**config.mk**
```make
export PLATFORM = sky130hd
export DESIGN_NAME = regfile_dump_ctrl
export DESIGN_NICKNAME = d
export VERILOG_FILES = /design/src/rtl/regfile_dump_ctrl.sv
export SDC_FILE = /design/constraint.sdc
export NUM_CORES = 1
export LEC_CHECK = 0
export CORE_UTILIZATION = 25
export DETAILED_ROUTE_END_ITERATION = 12
export SETUP_SLACK_MARGIN = 0.4
export SYNTH_ARGS = -nofsm -noshare
export SYNTH_HDL_FRONTEND = slang
export SYNTH_SLANG_ARGS = --single-unit
export TNS_END_PERCENT = 100
```
**constraint.sdc**
```tcl
create_clock -name clk_i -period 2.05 [get_ports clk_i]
set_input_delay 0.5125 -clock clk_i [delete_from_list [all_inputs] [get_ports clk_i]]
set_output_delay 0.5125 -clock clk_i [all_outputs]
set_load 0.05 [all_outputs]
```
**src/rtl/regfile_dump_ctrl.sv**
```systemverilog
// Register-file snapshot controller: stalls the CPU and streams x0..x31 out.
// REGFILE_DUMP_SKIP_X0_EN starts the walk at x1 (31 beats instead of 32).
module regfile_dump_ctrl #(
  parameter int XLEN = 32
) (
  input  logic            clk_i,
  input  logic            rst_i,
  input  logic            dump_req_i,
  input  logic [4:0]      cpu_rs1_addr_i,
  input  logic [4:0]      cpu_rs2_addr_i,
  output logic [4:0]      rf_rs1_addr_o,
  output logic [4:0]      rf_rs2_addr_o,
  input  logic [XLEN-1:0] rf_rs1_data_i,
  output logic            cpu_stall_o,
  output logic            dump_valid_o,
  input  logic            dump_ready_i,
  output logic [4:0]      dump_idx_o,
  output logic [XLEN-1:0] dump_data_o,
  output logic            dump_busy_o,
  output logic            dump_done_o
);

  typedef enum logic [2:0] {
    S_IDLE,
    S_FREEZE,
    S_READ,
    S_SEND,
    S_DONE
  } state_t;

`ifdef REGFILE_DUMP_SKIP_X0_EN
  localparam logic [4:0] FIRST_IDX = 5'd1;
`else
  localparam logic [4:0] FIRST_IDX = 5'd0;
`endif

  state_t     state;
  logic [4:0] idx;

  // The dump owns read port 1 only while it is actually walking registers.
  assign rf_rs1_addr_o = (state == S_READ || state == S_SEND)
                       ? idx : cpu_rs1_addr_i;
  assign rf_rs2_addr_o = cpu_rs2_addr_i;

  always_ff @(posedge clk_i or posedge rst_i) begin
    if (rst_i) begin
      state        <= S_IDLE;
      idx          <= 5'd0;
      cpu_stall_o  <= 1'b0;
      dump_valid_o <= 1'b0;
      dump_idx_o   <= 5'd0;
      dump_data_o  <= '0;
      dump_busy_o  <= 1'b0;
      dump_done_o  <= 1'b0;
    end else begin
      dump_done_o <= 1'b0;
      unique case (state)
        S_IDLE: begin
          if (dump_req_i) begin
            state       <= S_FREEZE;
            idx         <= FIRST_IDX;
            cpu_stall_o <= 1'b1;
            dump_busy_o <= 1'b1;
          end
        end
        S_FREEZE: begin
          state <= S_READ;
        end
        S_READ: begin
          dump_data_o  <= rf_rs1_data_i;
          dump_idx_o   <= idx;
          dump_valid_o <= 1'b1;
          state        <= S_SEND;
        end
        S_SEND: begin
          if (dump_valid_o && dump_ready_i) begin
            dump_valid_o <= 1'b0;
            if (idx == 5'd31) begin
              state       <= S_DONE;
              dump_done_o <= 1'b1;
              cpu_stall_o <= 1'b0;
            end else begin
              idx   <= idx + 5'd1;
              state <= S_READ;
            end
          end
        end
        S_DONE: begin
          state       <= S_IDLE;
          dump_busy_o <= 1'b0;
        end
        default: begin
          state <= S_IDLE;
        end
      endcase
    end
  end

endmodule

```
==> results.tsv, run 1 <==
metric	value	unit
final_common_cell	dfrtp_1	
dr.pass1.iters	4	
fin_skew	4.43	ps
portBuffers	86	
hold_ws	512	ps
gp_congestion	0.738	
slew_violations	0	
grt_max_degree	29	
yosys.area_share.simple	6.03	%
crit_arrival	1340	ps
cts_buffers	5	
period_minus_slack	1850	ps
ys_seq_area_share	57.4	%
synth_area_per_cell	14.2	um^2
fill_cells	806	
area_growth	58.3	%
synth_xor_area_share	0	%
syn-num-nets	198	
setup_violations	0	
tightest_slew	367	ps
cts_max_path_buffers	2	
num-nets-final	294	
ys_seq_elements	49	
muxShareOfSynthArea	24.8	%
relSlewSlack	75.6	%
grt_use_total	10.7	%
cap_violations	0	
final_cell_count_no_fill	352	
rsz0062_at_grt	true	
vdd_drop_max	0.000680	V
die-height	94.4	um
synth.distinct_cells	27	
hpwl	3.31	mm
total_power	5.88	mW
diodes	0	
wl	4.68	mm
synth_top_family_by_area	multiplexers	
cts_tree	built	
grt_overflow	0	
place_inst	337	
hold_viol_final	0	
yosys_warnings	0	
hold_path_class	reg2reg	
cp.required	1540	ps
routedWlPerCell	13.3	um
num_vias	1508	
antenna_found_initial	0	
grt_pass1_wl	7.22	mm
core_area	8260	um^2
start_kind	input pin	
clock_latency	290	ps
cts.clk_slew.worst_paths	80	ps
netlist_area	2140	um^2
synthCells	150	
ios	97	
holdBufCountCts	0	
powerDensity	1740	nW/um^2
antenna_left	0	
fin_crit_sh	90.4	%
cts-root-buf	clkbuf_8	
route.detailed.drc	0	
avgViaCountPerCell	4.28	
start_util	25.9	%
synthAdderAreaFrac	1.17	%
drive_gt1_share	48.2	%
path_max_fanout	1	
endpoint_kind	output pin	
cts.sinks	49	
setup_tns	0	ps
fp.dieArea	8920	um^2
rows	33	
power_leakage	1.48	nW
outcome	finished clean	
grt_pass1_vias	1507	
synth-compound-area-share	4.57	%
fmax	540	MHz
drt_iter0_markers	29	
htreeDepth	2	
die_x	94.4	um
layout_common_cells	dfrtp_1 (49), clkdlybuf4s50_1 (40), clkdlybuf4s15_2 (31)	
crit_type	in2out	
## where the power goes
| group | switching [mW] | internal, mW | total (mW) | leakage (nW) |
|---|---|---|---|---|
| clock | 0.291 | 0.243 | 0.534 | 0.0395 |
| sequential | 0.276 | 1.40 | 1.67 | 0.583 |
| combinational | 2.16 | 1.51 | 3.67 | 0.861 |
## per-stage QoR
step	util (%)	area (um^2)	worst slack [ps]
detailed placement	38.0	3140	181
finish	40.9	3380	197
global placement	38.0	3140	195
floorplan	-	2170	377
global route	40.9	3380	151
CTS	40.5	3340	188
## worst max-delay path, cell delays in order
cell and delay, ps:
clkdlybuf4s50_1 400, mux2_4 270, buf_8 150
## repair_timing
action	4_1_cts	5_1_grt
gates resized for setup	110	7
pin swaps	2	2
setup endpoints to repair	42	11
buffers inserted	5	2
## synth_stat cells
master,count,area (um^2)
nor2_2,1,6.26
a32o_1,1,10.0
o21ai_0,6,30.0
buf_4,5,37.5
nand3b_1,1,7.51
buf_2,1,5.00
a2bb2oi_1,1,8.76
mux2_4,19,285
inv_1,5,18.8
ha_1,2,25.0
a21o_1,1,7.51
a21oi_1,3,15.0
nor2_1,6,22.5
and3_1,2,12.5
clkbuf_1,1,3.75
buf_6,2,22.5
mux2i_1,2,20.0
o21a_1,1,7.51
nand2_1,8,30.0
a31oi_1,3,18.8
and3b_1,2,17.5
nor3_1,1,5.00
nand3_1,3,15.0
dfrtp_1,49,1230
buf_12,2,40.0
nand2b_1,2,12.5
mux2_2,20,225
## cell families (layout without fill, tap and decap cells)
family / count (synthesis) / in the layout
simple gates: 26 / 26
buf+inv: 16 / 113
compound gates: 16 / 16
flops: 49 / 49
fa+ha+maj: 2 / 2
mux: 41 / 41
## sequential cells by signal (all words and copies together) (netlist names)
register,cells
dump_data_o,32
dump_idx_o,5
idx,5
state,3
cpu_stall_o,1
dump_busy_o,1
dump_done_o,1
dump_valid_o,1
## worst paths after layout
kind | startpoint | to | slack [ps] | cells after the start
worst min-delay path | dump_data_o[18] | dump_data_o[18] | 510 | 1
worst max register to register | state[2] | dump_data_o[12] | 410 | 6
worst min register to register | dump_data_o[18] | dump_data_o[18] | 510 | 1
worst max-delay path | cpu_rs1_addr_i[2] | rf_rs1_addr_o[2] | 200 | 3
max in group asynchronous | rst_i | state[0] | 1120 | 3
min in group asynchronous | rst_i | dump_data_o[15] | 620 | 3
## layer usage
layer / share of wire [%] / GRT usage (%)
met2: 47 / 17.3
met5: 0 / 0
met3: 9.0 / 3.95
met1: 43 / 13.2
met4: 0.73 / 3.33
## cell type report
class	instances	area [um^2]	area share [%]
well taps	105	131	3.89
flip-flops and latches	49	1230	36.3
clock buffers	8	80.1	2.37
inverters	5	22.5	0.666
multi-input cells	85	875	25.9
repair buffers	100	1050	30.9
No activity file was read; power rests on OpenSTA's default activity.
==> run 2: changes to the inputs <==
--- a/config.mk
+++ b/config.mk
@@ -7,6 +7,7 @@
 export LEC_CHECK = 0
 export CORE_UTILIZATION = 25
 export DETAILED_ROUTE_END_ITERATION = 12
+export REMOVE_ABC_BUFFERS = 1
 export SETUP_SLACK_MARGIN = 0.4
 export SYNTH_ARGS = -nofsm -noshare
 export SYNTH_HDL_FRONTEND = slang
==> run 2 against run 1 <==
Net effect: first-iteration DRC count decreased by 17%; sequential cell count stayed put; critical path depth unchanged; power is 1.8% higher; fmax fell by 2.2%; final area rose by 0.22%; clock power up 17%; register-to-register slack got worse by 40 ps; worst setup slack got worse by 41 ps; critical path type is now reg2out; critical endpoint is now rf_rs1_addr_o[3]; largest cell class unchanged; largest power group unchanged.
==> results.tsv, run 2 (same netlist as run 1, synthesis figures left out) <==
metric	value	unit	change
outcome	finished clean		unchanged
fp.dieArea	8920	um^2	unchanged
die-height	94.4	um	unchanged
antenna_found_initial	0		unchanged
gp_congestion	0.728		was 0.738
drt_iter0_markers	24		was 29
cts_buffers	5		unchanged
rrSetupSlack	370	ps	was 410 ps
endpoint_kind	output pin		unchanged
cts-root-buf	clkbuf_8		unchanged
worst_slack	156	ps	was 197 ps
top_layer_used	met4		unchanged
start_util	25.9	%	unchanged
ff_latch_area	1230	um^2	unchanged
powerDensity	1770	nW/um^2	was 1740 nW/um^2
portBuffers	86		unchanged
num-nets-final	292		was 294
cap_violations	0		unchanged
largest_reg_flops	32		unchanged
place_worst_setup_slack	160	ps	was 181 ps
core_area	8260	um^2	unchanged
tightest_slew	398	ps	was 367 ps
route.met2.wl	2.41	mm	was 2.21 mm
hold_viol_final	0		unchanged
hpwl	3.39	mm	was 3.31 mm
hold_ws	511	ps	was 512 ps
finalInstanceArea	3390	um^2	was 3380 um^2
grt_pass1_vias	1564		was 1507
dr.pass1.iters	3		was 4
setup_violations	0		unchanged
placed_cell_area	3130	um^2	was 3140 um^2
cp.required	1540	ps	about the same
top_register	dump_data_o		unchanged
num_vias	1513		was 1508
crit_family	flip-flops		was buffers and inverters
vdd_drop_max	0.000706	V	was 0.000680 V
rsz0062_at_grt	true		unchanged
crit_type	reg2out		was in2out
antenna_left	0		unchanged
cts_max_path_buffers	2		unchanged
ios	97		unchanged
grt_use_total	11.5	%	was 10.7%
critPathBufInv	1		was 2
crit_arrival	1380	ps	was 1340 ps
routedWlPerCell	14.1	um	was 13.3 um
route.detailed.drc	0		unchanged
slew_violations	0		unchanged
path_max_fanout	4		was 1
top_regs	dump_data_o: 32 flops, dump_idx_o: 5 flops, idx: 5 flops		unchanged
grt_max_degree	34		was 29
period_minus_slack	1890	ps	was 1850 ps
relSlewSlack	73.4	%	was 75.6%
cpMaxStageDelayCell	dfrtp_1		was clkdlybuf4s50_1
start_kind	flop		was input pin
area_growth	58.6	%	was 58.3%
die_x	94.4	um	unchanged
cpPeakStageDelay	410	ps	was 400 ps
wl_met3	281	um	was 420 um
fill_cells	800		was 806
layout_common_cells	dfrtp_1 (49), clkdlybuf4s50_1 (40), clkdlybuf4s15_2 (33)		was dfrtp_1 (49), clkdlybuf4s50_1 (40), clkdlybuf4s15_2 (31)
avgViaCountPerCell	4.32		was 4.28
power_leakage	1.48	nW	about the same
drive_gt1_share	48.2	%	about the same
cts.clk_slew.worst_paths	90	ps	was 80 ps
final_common_cell	dfrtp_1		unchanged
rows	33		unchanged
wl_met1	2.19	mm	was 2.01 mm
clock_latency	300	ps	was 290 ps
hold_path_class	reg2reg		unchanged
multiInputGateArea	871	um^2	was 875 um^2
cts_tree	built		unchanged
cts.sinks	49		unchanged
fin_crit_sh	92.4	%	was 90.4%
fmax	528	MHz	was 540 MHz
grt_overflow	0		unchanged
grt_pass1_wl	7.82	mm	was 7.22 mm
timing.critical_path.cells	nand2b_4, mux2_4, buf_12		was clkdlybuf4s50_1, mux2_4, buf_8
htreeDepth	2		unchanged
wl	4.94	mm	was 4.68 mm
fin_skew	7.19	ps	was 4.43 ps
diodes	0		unchanged
[run 2: changes by cell type in the layout (fill, tap and decap cells not counted), sizes merged]
cell / before / now
inv: 4 / 5
clkinvlp: 1 / 0
nand2b: 2 / 3
clkdlybuf4s15: 31 / 33
buf: 28 / 24
clkinv: 0 / 1
clkbuf: 9 / 7
[run 2: cell type report]
type                       instances  share of cell area (%)
timing repair buffer              97                    30.7
sequential                        49                    36.2
clock inverter                     1                   0.148
clock buffer                       7                    2.84
inverter                           5                   0.554
multi-input combinational         86                    25.7
tap                              105                    3.88
[run 2: metal layers]
| layer | vias to the layer above | GRT usage (%) |
|---|---|---|
| met4 | 0 | 3.85 |
| met5 | - | 0 |
| li1 | 705 | - |
| met1 | 739 | 14.3 |
| met2 | 62 | 19.2 |
| met3 | 7 | 2.98 |
[run 2: per-stage QoR]
step / power (mW) / utilization, % / cells / setup TNS [ps]
after floorplan: 4.06 / - / 139 / -17170
after global routing: 6.31 / 41.0 / 350 / 0
final: 5.99 / 41.0 / 350 / 0
after global placement: 5.31 / 37.9 / 337 / 0
after detailed placement: 5.36 / 37.9 / 337 / 0
after CTS: 6.00 / 40.5 / 348 / 0
[run 2: power breakdown]
group / total, mW / internal, mW / switching [mW]
Clock: 0.624 / 0.306 / 0.319
Sequential: 1.66 / 1.40 / 0.258
Combinational: 3.71 / 1.52 / 2.19
[run 2: final timing paths]
kind	startpoint	endpoint	cells past startpoint
worst max-delay path	state[2]	rf_rs1_addr_o[3]	3
worst min-delay path	dump_data_o[9]	dump_data_o[9]	1
worst max register to register	idx[0]	idx[4]	6
worst min register to register	dump_data_o[9]	dump_data_o[9]	1
max in group asynchronous	rst_i	dump_data_o[22]	3
min in group asynchronous	rst_i	dump_data_o[14]	2
[run 2: repair_timing]
| action | 4_1_cts | 5_1_grt |
|---|---|---|
| setup buffers | 2 | 2 |
| hold buffers | 0 | 0 |
| resized for setup | 114 | 6 |
| setup endpoints to repair | 76 | 10 |
| gates cloned | 1 | 0 |
| pin swaps | 3 | 2 |
